### config.mk
export PLATFORM = sky130hd
export DESIGN_NAME = micro_frame_accum
export DESIGN_NICKNAME = d
export VERILOG_FILES = /design/src/rtl/micro_accum_pkg.sv /design/src/rtl/micro_frame_accum.sv
export SDC_FILE = /design/constraint.sdc
export NUM_CORES = 1
export LEC_CHECK = 0
export BUFFER_PORTS_ARGS = -buffer_cell sky130_fd_sc_hd__buf_2
export CAP_MARGIN = 20
export CORE_MARGIN = 2
export CORE_UTILIZATION = 50
export CTS_BUF_LIST = sky130_fd_sc_hd__clkbuf_4 sky130_fd_sc_hd__clkbuf_8 sky130_fd_sc_hd__clkbuf_16
export DETAILED_ROUTE_END_ITERATION = 16
export GPL_TIMING_DRIVEN = 0
export PLACE_DENSITY = 0.75
export SLEW_MARGIN = 20
export SYNTH_ARGS = -nofsm -noshare
export SYNTH_HDL_FRONTEND = slang
export SYNTH_SLANG_ARGS = --single-unit
### constraint.sdc
create_clock -name clock -period 4.2 [get_ports clock]
set_input_delay 0.84 -clock clock [delete_from_list [all_inputs] [get_ports clock]]
set_output_delay 0.84 -clock clock [all_outputs]
set_load 0.005 [all_outputs]
### src/rtl/micro_accum_pkg.sv
// ----------------------------------------------------------------------------
// micro_accum_pkg
//   Shared definitions for the micro frame accumulator: default parameter
//   values, the two-state FSM encoding and an unsigned max helper sized for
//   BITS-wide samples.
// ----------------------------------------------------------------------------
package micro_accum_pkg;

  // Default geometry: four 4-bit samples per frame.
  // SUM_BITS = BITS + CNT_BITS, so the frame sum cannot wrap.
  localparam int BITS     = 4;
  localparam int FRAME    = 4;
  localparam int CNT_BITS = 2;
  localparam int SUM_BITS = 6;

  // ACCUM collects samples. HOLD presents a finished frame until it is taken.
  typedef enum logic {
    ACCUM = 1'b0,
    HOLD  = 1'b1
  } state_e;

  // Unsigned maximum of two samples.
  function automatic logic [BITS-1:0] max_val(input logic [BITS-1:0] a,
                                              input logic [BITS-1:0] b);
    return (a > b) ? a : b;
  endfunction

endpackage : micro_accum_pkg

### src/rtl/micro_frame_accum.sv
// ----------------------------------------------------------------------------
// micro_frame_accum
//   Accepts one unsigned sample per cycle over a valid/ready handshake. It
//   accumulates FRAME samples into a sum and a running maximum. It then holds
//   the frame result on a valid/ready output until the consumer takes it.
//   Input is stalled (in_ready=0) for as long as a result is being held.
//
// Ports
//   clock      rising-edge clock
//   reset      asynchronous, active-high reset
//   in_valid   in_data carries a sample
//   in_data    sample value, unsigned, BITS wide
//   in_ready   block accepts a sample this cycle (combinational from state)
//   out_valid  frame result available (registered)
//   out_ready  consumer takes the result this cycle
//   out_sum    sum of the FRAME samples, modulo 2^SUM_BITS
//   out_max    largest sample in the frame
//
// Timing
//   The result is valid 1 cycle after the last sample is accepted.
//   With in_valid and out_ready held high, one frame completes every
//   FRAME+1 cycles.
// ----------------------------------------------------------------------------
module micro_frame_accum #(
  parameter int BITS     = micro_accum_pkg::BITS,
  parameter int FRAME    = micro_accum_pkg::FRAME,
  parameter int CNT_BITS = micro_accum_pkg::CNT_BITS,
  parameter int SUM_BITS = micro_accum_pkg::SUM_BITS
) (
  input  logic                clock,
  input  logic                reset,
  input  logic                in_valid,
  input  logic [BITS-1:0]     in_data,
  output logic                in_ready,
  output logic                out_valid,
  input  logic                out_ready,
  output logic [SUM_BITS-1:0] out_sum,
  output logic [BITS-1:0]     out_max
);

  import micro_accum_pkg::*;

  // --------------------------------------------------------------------------
  // State
  // --------------------------------------------------------------------------
  state_e                state_q,   state_d;
  logic [CNT_BITS-1:0]   count_q,   count_d;
  logic [SUM_BITS-1:0]   acc_sum_q, acc_sum_d;
  logic [BITS-1:0]       acc_max_q, acc_max_d;
  logic [SUM_BITS-1:0]   out_sum_q, out_sum_d;
  logic [BITS-1:0]       out_max_q, out_max_d;

  // --------------------------------------------------------------------------
  // Datapath helpers
  // --------------------------------------------------------------------------
  logic                  accept;
  logic                  last_sample;
  logic [SUM_BITS-1:0]   sum_next;
  logic [BITS-1:0]       max_next;

  // in_ready depends only on state. It never looks at out_ready. A HOLD-state
  // handshake therefore cannot admit a sample in the same cycle.
  assign in_ready    = (state_q == ACCUM);
  assign out_valid   = (state_q == HOLD);
  assign out_sum     = out_sum_q;
  assign out_max     = out_max_q;

  assign accept      = in_valid & in_ready;
  assign last_sample = (count_q == CNT_BITS'(FRAME - 1));
  assign sum_next    = acc_sum_q + SUM_BITS'(in_data);
  assign max_next    = max_val(acc_max_q, in_data);

  // --------------------------------------------------------------------------
  // Next-state logic
  // --------------------------------------------------------------------------
  always_comb begin
    // NOTE: every signal this block drives is given a hold value first. No
    // path can leave one unassigned, so no latch is inferred.
    state_d   = state_q;
    count_d   = count_q;
    acc_sum_d = acc_sum_q;
    acc_max_d = acc_max_q;
    out_sum_d = out_sum_q;
    out_max_d = out_max_q;

    unique case (state_q)
      ACCUM: begin
        if (accept) begin
          if (last_sample) begin
            // The final sample goes straight into the result registers.
            // The accumulators clear at the same time, so the next frame
            // starts at zero.
            out_sum_d = sum_next;
            out_max_d = max_next;
            acc_sum_d = '0;
            acc_max_d = '0;
            count_d   = '0;
            state_d   = HOLD;
          end else begin
            acc_sum_d = sum_next;
            acc_max_d = max_next;
            count_d   = count_q + CNT_BITS'(1);
          end
        end
      end

      HOLD: begin
        // The result registers keep their value after the handshake.
        // They are simply ignored while out_valid is low.
        if (out_ready) begin
          state_d = ACCUM;
        end
      end

      default: begin
        state_d = ACCUM;
      end
    endcase
  end

  // --------------------------------------------------------------------------
  // State register
  // --------------------------------------------------------------------------
  // NOTE: all registers, including the result registers, are reset.
  // A reset therefore drops out_valid at once, discards any partial frame and
  // leaves no X on out_sum/out_max.
  always_ff @(posedge clock or posedge reset) begin
    if (reset) begin
      // NOTE: non-blocking assignments. Every flop samples the pre-edge
      // values computed above, whatever order these statements appear in.
      state_q   <= ACCUM;
      count_q   <= '0;
      acc_sum_q <= '0;
      acc_max_q <= '0;
      out_sum_q <= '0;
      out_max_q <= '0;
    end else begin
      state_q   <= state_d;
      count_q   <= count_d;
      acc_sum_q <= acc_sum_d;
      acc_max_q <= acc_max_d;
      out_sum_q <= out_sum_d;
      out_max_q <= out_max_d;
    end
  end

endmodule : micro_frame_accum
# Word level (Yosys, flattened, before mapping)
# Index checks and enable logic that the tools add are counted.
totals:
  reg_bits: 23
  in_bits: 8
  output_inout_bits: 12
op_classes:
  addsub: 2
  order_cmp: 1
  n_eq_ne: 1
  muxes: 8
  n_bitwise: 2
  n_reduce_logical: 2
ops:
  columns: ["cell", "count"]
  rows:
  - ["4-bit 2-to-1 mux", 2]
  - ["6-bit by 4-bit adder with 6-bit output", 1]
  - ["6-bit 2-to-1 mux", 1]
  - ["4-bit greater-than comparator", 1]
  - ["1-bit 2-to-1 mux", 3]
  - ["3-bit AND reduction", 1]
  - ["2-bit by 1-bit adder with 2-bit output, second input constant", 1]
  - ["2-bit == test, second input constant", 1]
  - ["2-bit 2-to-1 mux", 1]
  - ["1-bit one-hot mux with 2 select lines", 1]
  - ["2-bit AND reduction", 1]
  - ["1-bit bitwise AND", 1]
  - ["1-bit NOT", 1]

# Depth between registers and ports, before layout
# Gate-level depths: netlist of run 1.
depth:
  ltp_word: 4
  mapped_depth: 6
  mapped_depth_nobuf: 6

# Worst setup path before layout of run 1
# OpenSTA, ideal clock, no wires.
synth_timing:
  path_kind: "input -> register"
  from: "input port in_data[0]"
  to: "register out_sum_q[4] (netlist: out_sum[4])"
  arrival_time_ns: 1.976
  t_required_ns: 4.072
  path_slack_ns: 2.096
  path_stages: 6
  path_buffers: 0
  cell_sequence: "ha_1 > fa_1 > a21o_1 > a21oi_2 > xnor2_1 > o21ai_1"
synth_via:
  elab_chain_cells: 1
synth_lines:
  columns: ["item", "line_no", "source"]
  rows:
  - ["start, declared", "micro_frame_accum.sv:33", "input logic [BITS-1:0] in_data,"]
  - ["6-bit by 4-bit adder with 6-bit output", "micro_frame_accum.sv:70", "assign sum_next = acc_sum_q + SUM_BITS'(in_data);"]
  - ["end signal, assigned", "micro_frame_accum.sv:142", "out_sum_q <= out_sum_d;"]
  - ["end, declared", "micro_frame_accum.sv:50", "logic [SUM_BITS-1:0] out_sum_q, out_sum_d;"]
# No other way between the ends.
# A chain may end at the register's enable or synchronous reset.

# Final worst setup path of run 1
# Same ends and word-level chain as after synthesis.

==> metrics.cfg, run 1 <==
[sta]
rsz0062_at_grt = false
hold_viol = 0
fmax_mhz = 492
setup_viol = 0
drv_slew = 0
min_period_ns = 2.03
clock_skew_ns = 0.00380
worst_slew_pin_slew_ns = 0.862
setup_ws_ns = 2.17
min_period_over_period = 0.484
slew_headroom = 0.425
finalSetupTns_ns = 0

[logic_synthesis]
ys_seq_area_frac = 0.457
synth_cell_types = 34
synth_top_area_frac = 0.457
yosysTopAreaCell = dfrtp_1
ys_seq_elements = 23
synth_edf_count = 0
synth_nets = 143
synth_area_per_cell_um2 = 10.1
yosysWarnings = 0
synth.area.top_cells = dfrtp_1 (46%), ha_1 (8.9%), nand2_1 (6.6%)
async_flop_share = 1.00
syn_inst = 125
synth-main-ff-cell = dfrtp_1
synth_area_mm2 = 0.00126

[place]
placed_area_mm2 = 0.00139
pre_cts_slack_ns = 1.84
place.gp.congestion = 0.901
io_buffers = 19
dp_hpwl_um = 1890
post-place-cells = 174

[outcome]
status = finished clean

[final_layout]
final_cell_mix = dfrtp_1 (23), nand2_1 (22), buf_2 (19)
area_delta_synth_final_pct = 12.7
fill_cells = 203
mostFrequentLayoutCell = dfrtp_1
diodes = 0
layout-drive-gt1-share = 0.236
fin_area_mm2 = 0.00142
num-nets-final = 167
final_cells = 178

[die]
die-area_mm2 = 0.00293
ioPinCount = 20
fp.dieH_um = 54.2
die_w_um = 54.2
initial_core_util = 0.517
rows = 18
core_area_mm2 = 0.00243

[drt]
ant_nets = 0
wl_per_cell_um = 13.9
routed_wl_um = 2480
vias_per_cell = 5.75
vias = 1024
drcViolationCount = 0
drtIter0Drc = 22
drt_pass1_iterations = 5

[clocking]
post_cts_buffers = 0
htreeDepth = 1
clk_latency_ns = 0.31
clockBufferDepth = 2
cts_root_buf = clkbuf_4
ctsHoldBuffers = 0
cts.sinks = 23
cts_buffers = 3
clkSlewWorstSetupHoldPaths_ns = 0.13
cts_resized = 0
cts_tree = built

[grt]
grt-ovfl-total = 0
first_global_vias = 938
grt_pass1_wl_um = 4040
grt_start_max_net_pins = 24
antenna_found_initial = 0
grtUsageTotal = 0.191

[pwr]
vdd_drop_max_uv = 430
power-per-cell-area_mw_per_mm2 = 732
leakage_nw = 0.691

[worst_setup_path]
worstSetupPathType = input pin to flop
start_kind = input pin
end_kind = flop
worstPathArrival_ns = 2.24
cp.required_ns = 4.40
cp_max_fo = 4

[job]
drv_cap = 0

[hold_path]
hp-class = flop to flop

==> where the power goes <==
part	total, mW	internal [mW]	switching [mW]
clock network	0.103	0.0356	0.0672
logic	0.548	0.246	0.302
registers	0.388	0.325	0.0628
==> path summary, 6_finish.rpt <==
kind                              startpoint          to  slack (ns)  cells past startpoint
worst max-delay path              in_data[0]  out_sum[4]        2.17                      7
worst min-delay path              out_sum[1]  out_sum[1]        0.49                      2
worst max register to register  acc_sum_q[0]  out_sum[4]        2.43                      6
worst min register to register    out_sum[1]  out_sum[1]        0.49                      2
max in group asynchronous              reset  count_q[1]        2.99                      2
min in group asynchronous              reset  out_sum[0]        0.68                      2
==> sequential cells by signal, indices dropped and copies added, names as in the netlist <==
signal,flops
out_sum,6
acc_max_q,4
acc_sum_q,6
out_max,4
count_q,2
out_valid,1
==> logic make-up (layout without fill, tap and decap cells) <==
logic type      count (synthesis)  count (layout)  synth area share
simple gates                   40              40             0.144
mux                             1               1           0.00895
buf+inv                        11              34            0.0417
fa+ha+maj                      10              10             0.105
flops                          23              23             0.457
compound gates                 37              37             0.222
xor+xnor                        3               3            0.0209
==> synth_stat cells, drive strengths merged, types with 2 or more instances <==
| cell type | n |
|---|---|
| dfrtp | 23 |
| a21o | 2 |
| buf | 2 |
| o21a | 3 |
| o21ai | 13 |
| nand3 | 6 |
| or4 | 2 |
| nand2 | 22 |
| a32o | 4 |
| ha | 9 |
| a31oi | 5 |
| nor2 | 6 |
| inv | 8 |
| a21oi | 4 |
| xnor2 | 2 |
| o31ai | 3 |
==> stage by stage <==
stage / hold WS (ns) / total power [mW] / utilization
2_1_floorplan: 0.443 / 0.791 / -
3_3_place_gp: 0.453 / 0.906 / 0.572
3_5_place_dp: 0.466 / 0.939 / 0.572
4_1_cts: 0.498 / 1.04 / 0.583
5_1_grt: 0.536 / 1.13 / 0.583
6_report: 0.490 / 1.04 / 0.583
==> routing by layer <==
| layer | routed length, µm | vias up | global-route usage |
|---|---|---|---|
| li1 | - | 496 | - |
| met3 | 83 | 9 | 0.0250 |
| met1 | 1130 | 495 | 0.244 |
| met4 | 59 | 0 | 0.0833 |
| met5 | 0 | - | 0 |
| met2 | 1200 | 24 | 0.319 |
==> critical path, cell delays in order <==
cell and delay [ns]:
buf_2 0.13, ha_1 0.24, fa_1 0.42, a21o_1 0.19
a21oi_2 0.20, xnor2_1 0.14, o21ai_1 0.07
==> cell type report <==
class / count / area [µm²] / area share
plain buffers: 3 / 22.5 / 0.0159
clock buffers: 3 / 22.5 / 0.0159
clock inverters: 1 / 5.00 / 0.00353
inverters: 8 / 30.0 / 0.0212
multi-input cells: 91 / 631 / 0.444
flip-flops and latches: 23 / 576 / 0.406
well taps: 30 / 37.5 / 0.0265
repair buffers: 19 / 95.1 / 0.0670
No activity file was read; power rests on OpenSTA's default activity.
==> run 2, diff against run 1 <==
--- a/config.mk
+++ b/config.mk
@@ -8,11 +8,11 @@
 export BUFFER_PORTS_ARGS = -buffer_cell sky130_fd_sc_hd__buf_2
 export CAP_MARGIN = 20
 export CORE_MARGIN = 2
-export CORE_UTILIZATION = 50
+export CORE_UTILIZATION = 49
 export CTS_BUF_LIST = sky130_fd_sc_hd__clkbuf_4 sky130_fd_sc_hd__clkbuf_8 sky130_fd_sc_hd__clkbuf_16
 export DETAILED_ROUTE_END_ITERATION = 16
 export GPL_TIMING_DRIVEN = 0
-export PLACE_DENSITY = 0.75
+export PLACE_DENSITY = 0.76
 export SLEW_MARGIN = 20
 export SYNTH_ARGS = -nofsm -noshare
 export SYNTH_HDL_FRONTEND = slang
==> constraint.sdc (replaced) <==
create_clock -name clock -period 1.75 [get_ports clock]
set_input_delay 0.35 -clock clock [delete_from_list [all_inputs] [get_ports clock]]
set_output_delay 0.35 -clock clock [all_outputs]
set_load 0.005 [all_outputs]
==> run 2 against run 1 <==
Combinational power grew to 2.6 times the previous value. Hold slack lost 0.30 ns. Final cell count grew 0.56%. Final area grew 2.8%. Largest cell class unchanged.
==> metrics.cfg, run 2 (synthesis gave the netlist of run 1 again) <==
[die]
ioPinCount = 20  ; unchanged
fp.dieH_um = 54.7  ; was 54.2 µm
die_w_um = 54.7  ; was 54.2 µm
rows = 18  ; unchanged
core_area_mm2 = 0.00245  ; was 0.00243 mm²
die-area_mm2 = 0.00299  ; was 0.00293 mm²
initial_core_util = 0.513  ; was 0.517

[sta]
clock_skew_ns = 0.00632  ; was 0.00380 ns
worst_slew_pin_slew_ns = 0.866  ; was 0.862 ns
rsz0062_at_grt = false  ; unchanged
hold_viol = 0  ; unchanged
finalSetupTns_ns = 0  ; unchanged
setup_viol = 0  ; unchanged
min_period_over_period = 0.956
slew_headroom = 0.422  ; was 0.425
min_period_ns = 1.67
drv_slew = 0  ; unchanged
fmax_mhz = 598
setup_ws_ns = 0.0773  ; was 2.17 ns

[hold_path]
hp-class = input pin to async pin  ; was flop to flop

[drt]
ant_nets = 0  ; unchanged
vias = 1033  ; was 1024
wl_per_cell_um = 14.9  ; was 13.9 µm
vias_per_cell = 5.77  ; was 5.75
drt_pass1_iterations = 6  ; was 5
drtIter0Drc = 22  ; unchanged
routed_wl_um = 2660  ; was 2480 µm
drcViolationCount = 0  ; unchanged

[grt]
grt_pass1_wl_um = 4120  ; was 4040 µm
antenna_found_initial = 0  ; unchanged
grt-ovfl-total = 0  ; unchanged
grt_start_max_net_pins = 24  ; unchanged
grtUsageTotal = 0.194  ; was 0.191
first_global_vias = 903  ; was 938

[clocking]
htreeDepth = 1  ; unchanged
clkSlewWorstSetupHoldPaths_ns = 0.13  ; about the same
clockBufferDepth = 2  ; unchanged
clk_latency_ns = 0.31  ; about the same
cts_buffers = 3  ; unchanged
cts.sinks = 23  ; unchanged
cts_root_buf = clkbuf_4  ; unchanged
cts_tree = built  ; unchanged

[final_layout]
layout-drive-gt1-share = 0.262  ; was 0.236
utilization = 0.594  ; was 0.583
fill_cells = 212  ; was 203
area_delta_synth_final_pct = 15.9  ; was 12.7%
diodes = 0  ; unchanged
multi_input_comb_area_um2 = 663  ; was 631 µm²
final_cell_mix = dfrtp_1 (23), nand2_1 (22), buf_2 (19)  ; unchanged
seq_area_um2 = 576  ; unchanged
mostFrequentLayoutCell = dfrtp_1  ; unchanged
num-nets-final = 168  ; was 167

[worst_setup_path]
worstPathArrival_ns = 1.93  ; was 2.24 ns
cp.required_ns = 2.00  ; was 4.40 ns
worstSetupPathType = flop to flop  ; was input pin to flop
ff2ff_path_depth = 5  ; was 6
end_kind = flop  ; unchanged
start_kind = flop  ; was input pin
cp_max_fo = 5  ; was 4

[place]
place.gp.congestion = 0.892  ; was 0.901
io_buffers = 19  ; unchanged
pre_cts_slack_ns = -0.103  ; was 1.84 ns
dp_hpwl_um = 2050  ; was 1890 µm

[pwr]
p_comb_frac = 0.543  ; was 0.528
pwr-share-seq = 0.364  ; was 0.373
leakage_nw = 0.695  ; was 0.691 nW
power-per-cell-area_mw_per_mm2 = 1790  ; was 732 mW/mm²
clkPwrFrac = 0.094  ; was 0.099
sw_frac_of_total = 0.423  ; was 0.416
p_sw_mw = 1.10  ; was 432 µW
vdd_drop_max_uv = 1050  ; was 430 µV
p_int_mw = 1.51  ; was 606 µW

[job]
drv_cap = 0  ; unchanged

[outcome]
status = finished clean  ; unchanged

[run 2: worst max-delay path, cell delays in order (launching register included)]
cell     delay, ns
dfrtp_1       0.45
ha_4          0.32
nand2_1       0.13
o21a_4        0.25
o31ai_4       0.29
a32o_1        0.18
[run 2: stage by stage]
step / total power [mW] / cell area (µm²) / hold slack, ns / std cells
after floorplan: 1.90 / 1260 / 0.352 / 125
final: 2.61 / 1460 / 0.191 / 179
after global placement: 2.18 / 1390 / 0.453 / 174
after CTS: 2.53 / 1420 / 0.202 / 178
after detailed placement: 2.28 / 1390 / 0.464 / 174
after global routing: 2.83 / 1460 / 0.190 / 179
[run 2: cell type report]
cell class,instances,area share
plain buffers,3,0.0154
clock buffers,3,0.0154
clock inverters,1,0.00343
inverters,8,0.0206
multi-input cells,91,0.455
flip-flops and latches,23,0.395
well taps,30,0.0257
repair buffers,20,0.0703
[run 2: metal layers]
layer / track usage / up-vias / part of all wire
li1: - / 500 / -
met1: 0.236 / 483 / 0.42
met2: 0.327 / 43 / 0.50
met3: 0.0410 / 7 / 0.052
met4: 0.0875 / 0 / 0.026
met5: 0 / - / 0
[run 2: repair_timing]
item | CTS | global route
buffers inserted | 0 | 1
pin swaps | 0 | 3
resized for setup | 1 | 4
setup endpoints to repair | 2 | 6
cloned | 0 | 0
hold buffers | 0 | 0
[run 2: path summary, 6_finish.rpt]
| path | slack, ns | to | start |
|---|---|---|---|
| worst max-delay path | 0.08 | acc_max_q[3] | acc_max_q[2] |
| worst min-delay path | 0.19 | out_sum[5] | reset |
| worst max register to register | 0.08 | acc_max_q[3] | acc_max_q[2] |
| worst min register to register | 0.49 | out_sum[0] | out_sum[0] |
| max in group asynchronous | 1.03 | acc_max_q[0] | reset |
| min in group clock | 0.20 | out_valid | out_ready |
[run 2: power groups by stage]
stage / logic, mW / clock network [mW] / registers [mW]
2_1_floorplan: 0.969 / 0 / 0.929
3_3_place_gp: 1.25 / 0 / 0.928
3_5_place_dp: 1.32 / 0 / 0.956
4_1_cts: 1.33 / 0.250 / 0.945
5_1_grt: 1.57 / 0.275 / 0.983
6_report: 1.42 / 0.244 / 0.949
==> run 3, diff against run 2 <==
--- a/config.mk
+++ b/config.mk
@@ -7,12 +7,13 @@
 export LEC_CHECK = 0
 export BUFFER_PORTS_ARGS = -buffer_cell sky130_fd_sc_hd__buf_2
 export CAP_MARGIN = 20
-export CORE_MARGIN = 2
+export CORE_MARGIN = 1
 export CORE_UTILIZATION = 49
 export CTS_BUF_LIST = sky130_fd_sc_hd__clkbuf_4 sky130_fd_sc_hd__clkbuf_8 sky130_fd_sc_hd__clkbuf_16
 export DETAILED_ROUTE_END_ITERATION = 16
 export GPL_TIMING_DRIVEN = 0
 export PLACE_DENSITY = 0.76
+export SKIP_CTS_REPAIR_TIMING = 1
 export SLEW_MARGIN = 20
 export SYNTH_ARGS = -nofsm -noshare
 export SYNTH_HDL_FRONTEND = slang
==> run 3 against run 2 <==
Worst setup slack gained 0.0083 ns. Critical path type unchanged. Total power shrank 1.9%. Clock-buffer cell count did not move. Combinational power decreased by 4%.
==> metrics.cfg, run 3 (synthesis gave the netlist of run 1 again) <==
[final_layout]
diodes = 0  ; unchanged
final_cell_mix = dfrtp_1 (23), nand2_1 (22), buf_2 (19)  ; unchanged
area_delta_synth_final_pct = 14.5  ; was 15.9%
layout-drive-gt1-share = 0.255  ; was 0.262
final_cells = 179  ; unchanged
fin_area_mm2 = 0.00144  ; was 0.00146 mm²
utilization = 0.587  ; was 0.594
num-nets-final = 168  ; unchanged
mostFrequentLayoutCell = dfrtp_1  ; unchanged
fill_cells = 221  ; was 212

[worst_setup_path]
cp.required_ns = 1.97  ; was 2.00 ns
cp_max_fo = 5  ; unchanged
reg2reg_slack_ns = 0.09  ; was 0.08 ns
crit_buf_inv = 0  ; unchanged
worstPathArrival_ns = 1.88  ; was 1.93 ns
start_kind = flop  ; unchanged
worstSetupPathType = flop to flop  ; unchanged
ff2ff_path_depth = 5  ; unchanged
slowest_stage = dfrtp_1  ; unchanged
critPathLaunch = acc_max_q[2]  ; unchanged
path_cells = ha_1 > a211oi_2 > o21a_4 > o31ai_4 > a32o_1  ; was ha_4 > nand2_1 > o21a_4 > o31ai_4 > a32o_1
r2r-start = acc_max_q[2]  ; unchanged
r2r_end = acc_max_q[3]  ; unchanged
end_kind = flop  ; unchanged
max_stage_delay_ns = 0.42  ; was 0.45 ns
critPathTopFamily = compound AO/OA/AOI/OAI gates  ; unchanged

[drt]
drtIter0Drc = 38  ; was 22
drcViolationCount = 0  ; unchanged
drt_pass1_iterations = 4  ; was 6
vias = 1034  ; was 1033
wl_per_cell_um = 14.8  ; was 14.9 µm
ant_nets = 0  ; unchanged
vias_per_cell = 5.78  ; was 5.77
routed_wl_um = 2650  ; was 2660 µm
wl_met1_um = 1090  ; was 1120 µm
routed-wl-met2_um = 1370  ; was 1330 µm
wl_met3_um = 114  ; was 139 µm
dr.max_layer_used = met4  ; unchanged

[die]
core_area_mm2 = 0.00245  ; unchanged
ioPinCount = 20  ; unchanged
rows = 18  ; unchanged
fp.dieH_um = 52.7  ; was 54.7 µm
initial_core_util = 0.513  ; unchanged
die-area_mm2 = 0.00278  ; was 0.00299 mm²
die_w_um = 52.7  ; was 54.7 µm

[clocking]
clkSlewWorstSetupHoldPaths_ns = 0.13  ; about the same
cts_buffers = 3  ; unchanged
cts.sinks = 23  ; unchanged
cts_tree = built  ; unchanged
htreeDepth = 1  ; unchanged
clockBufferDepth = 2  ; unchanged
clk_latency_ns = 0.32  ; was 0.31 ns
cts_root_buf = clkbuf_4  ; unchanged

[grt]
antenna_found_initial = 0  ; unchanged
grt_pass1_wl_um = 4220  ; was 4120 µm
first_global_vias = 944  ; was 903
grtUsageTotal = 0.213  ; was 0.194
grt-ovfl-total = 0  ; unchanged
grt_start_max_net_pins = 24  ; unchanged

[sta]
setup_viol = 0  ; unchanged
rsz0062_at_grt = false  ; unchanged
hold_viol = 0  ; unchanged
drv_slew = 0  ; unchanged
min_period_over_period = 0.951  ; was 0.956
finalSetupTns_ns = 0  ; unchanged
worst_slew_pin_slew_ns = 0.853  ; was 0.866 ns
fmax_mhz = 601  ; was 598 MHz
min_period_ns = 1.66  ; was 1.67 ns
slew_headroom = 0.430  ; was 0.422
clock_skew_ns = 0.00189  ; was 0.00632 ns

[pwr]
p_total_mw = 2.56  ; was 2.61 mW
leakage_nw = 0.694  ; was 0.695 nW
power-per-cell-area_mw_per_mm2 = 1780  ; was 1790 mW/mm²
vdd_drop_max_uv = 1030  ; was 1050 µV

[place]
post-place-cells = 174  ; unchanged
placed_area_mm2 = 0.00139  ; unchanged
dp_hpwl_um = 1980  ; was 2050 µm
io_buffers = 19  ; unchanged
place.gp.congestion = 0.907  ; was 0.892

[job]
drv_cap = 0  ; unchanged

[hold_path]
hp-class = input pin to async pin  ; unchanged

[outcome]
status = finished clean  ; unchanged

## run 3: metrics by stage
step                      setup WS [ns]  hold WS [ns]
after CTS                       -0.0187         0.198
after global placement          -0.0987         0.454
after detailed placement         -0.112         0.460
after global routing             0.0161         0.191
final                            0.0856         0.182
after floorplan                   0.132         0.352
## run 3: how the worst max path moves through the flow
stage / to / slack, ns / cells after the start
6_report: acc_max_q[3] / 0.09 / 5
2_1_floorplan: out_sum[4] / 0.13 / 6
3_5_place_dp: out_sum[4] / -0.11 / 7
5_1_grt: out_sum[4] / 0.02 / 6
3_3_place_gp: out_sum[4] / -0.1 / 7
4_1_cts: out_sum[4] / -0.02 / 6
## run 3: layer usage
layer / vias up / GRT usage
met5: - / 0
met3: 6 / 0.0348
met4: 0 / 0.0921
met1: 493 / 0.251
met2: 38 / 0.376
li1: 497 / -
## run 3: layout make-up
type,instances,area (µm²),area share
repair buffers,20,103,0.0712
inverters,8,30.0,0.0208
clock buffers,3,22.5,0.0156
well taps,30,37.5,0.0260
flip-flops and latches,23,576,0.399
plain buffers,3,22.5,0.0156
multi-input cells,91,646,0.448
clock inverters,1,5.00,0.00347
## run 3: where the power goes
part           leakage, nW  total (mW)  switching, mW  internal (mW)
clock               0.0177       0.252          0.166         0.0856
combinational        0.393        1.37          0.757          0.616
sequential           0.284       0.937          0.157          0.779
## run 3: worst register-to-register path, cell delays in order, from the launching register on
cell and delay, ns:
dfrtp_1 0.42, ha_1 0.33, a211oi_2 0.28, o21a_4 0.22, o31ai_4 0.09, a32o_1 0.22
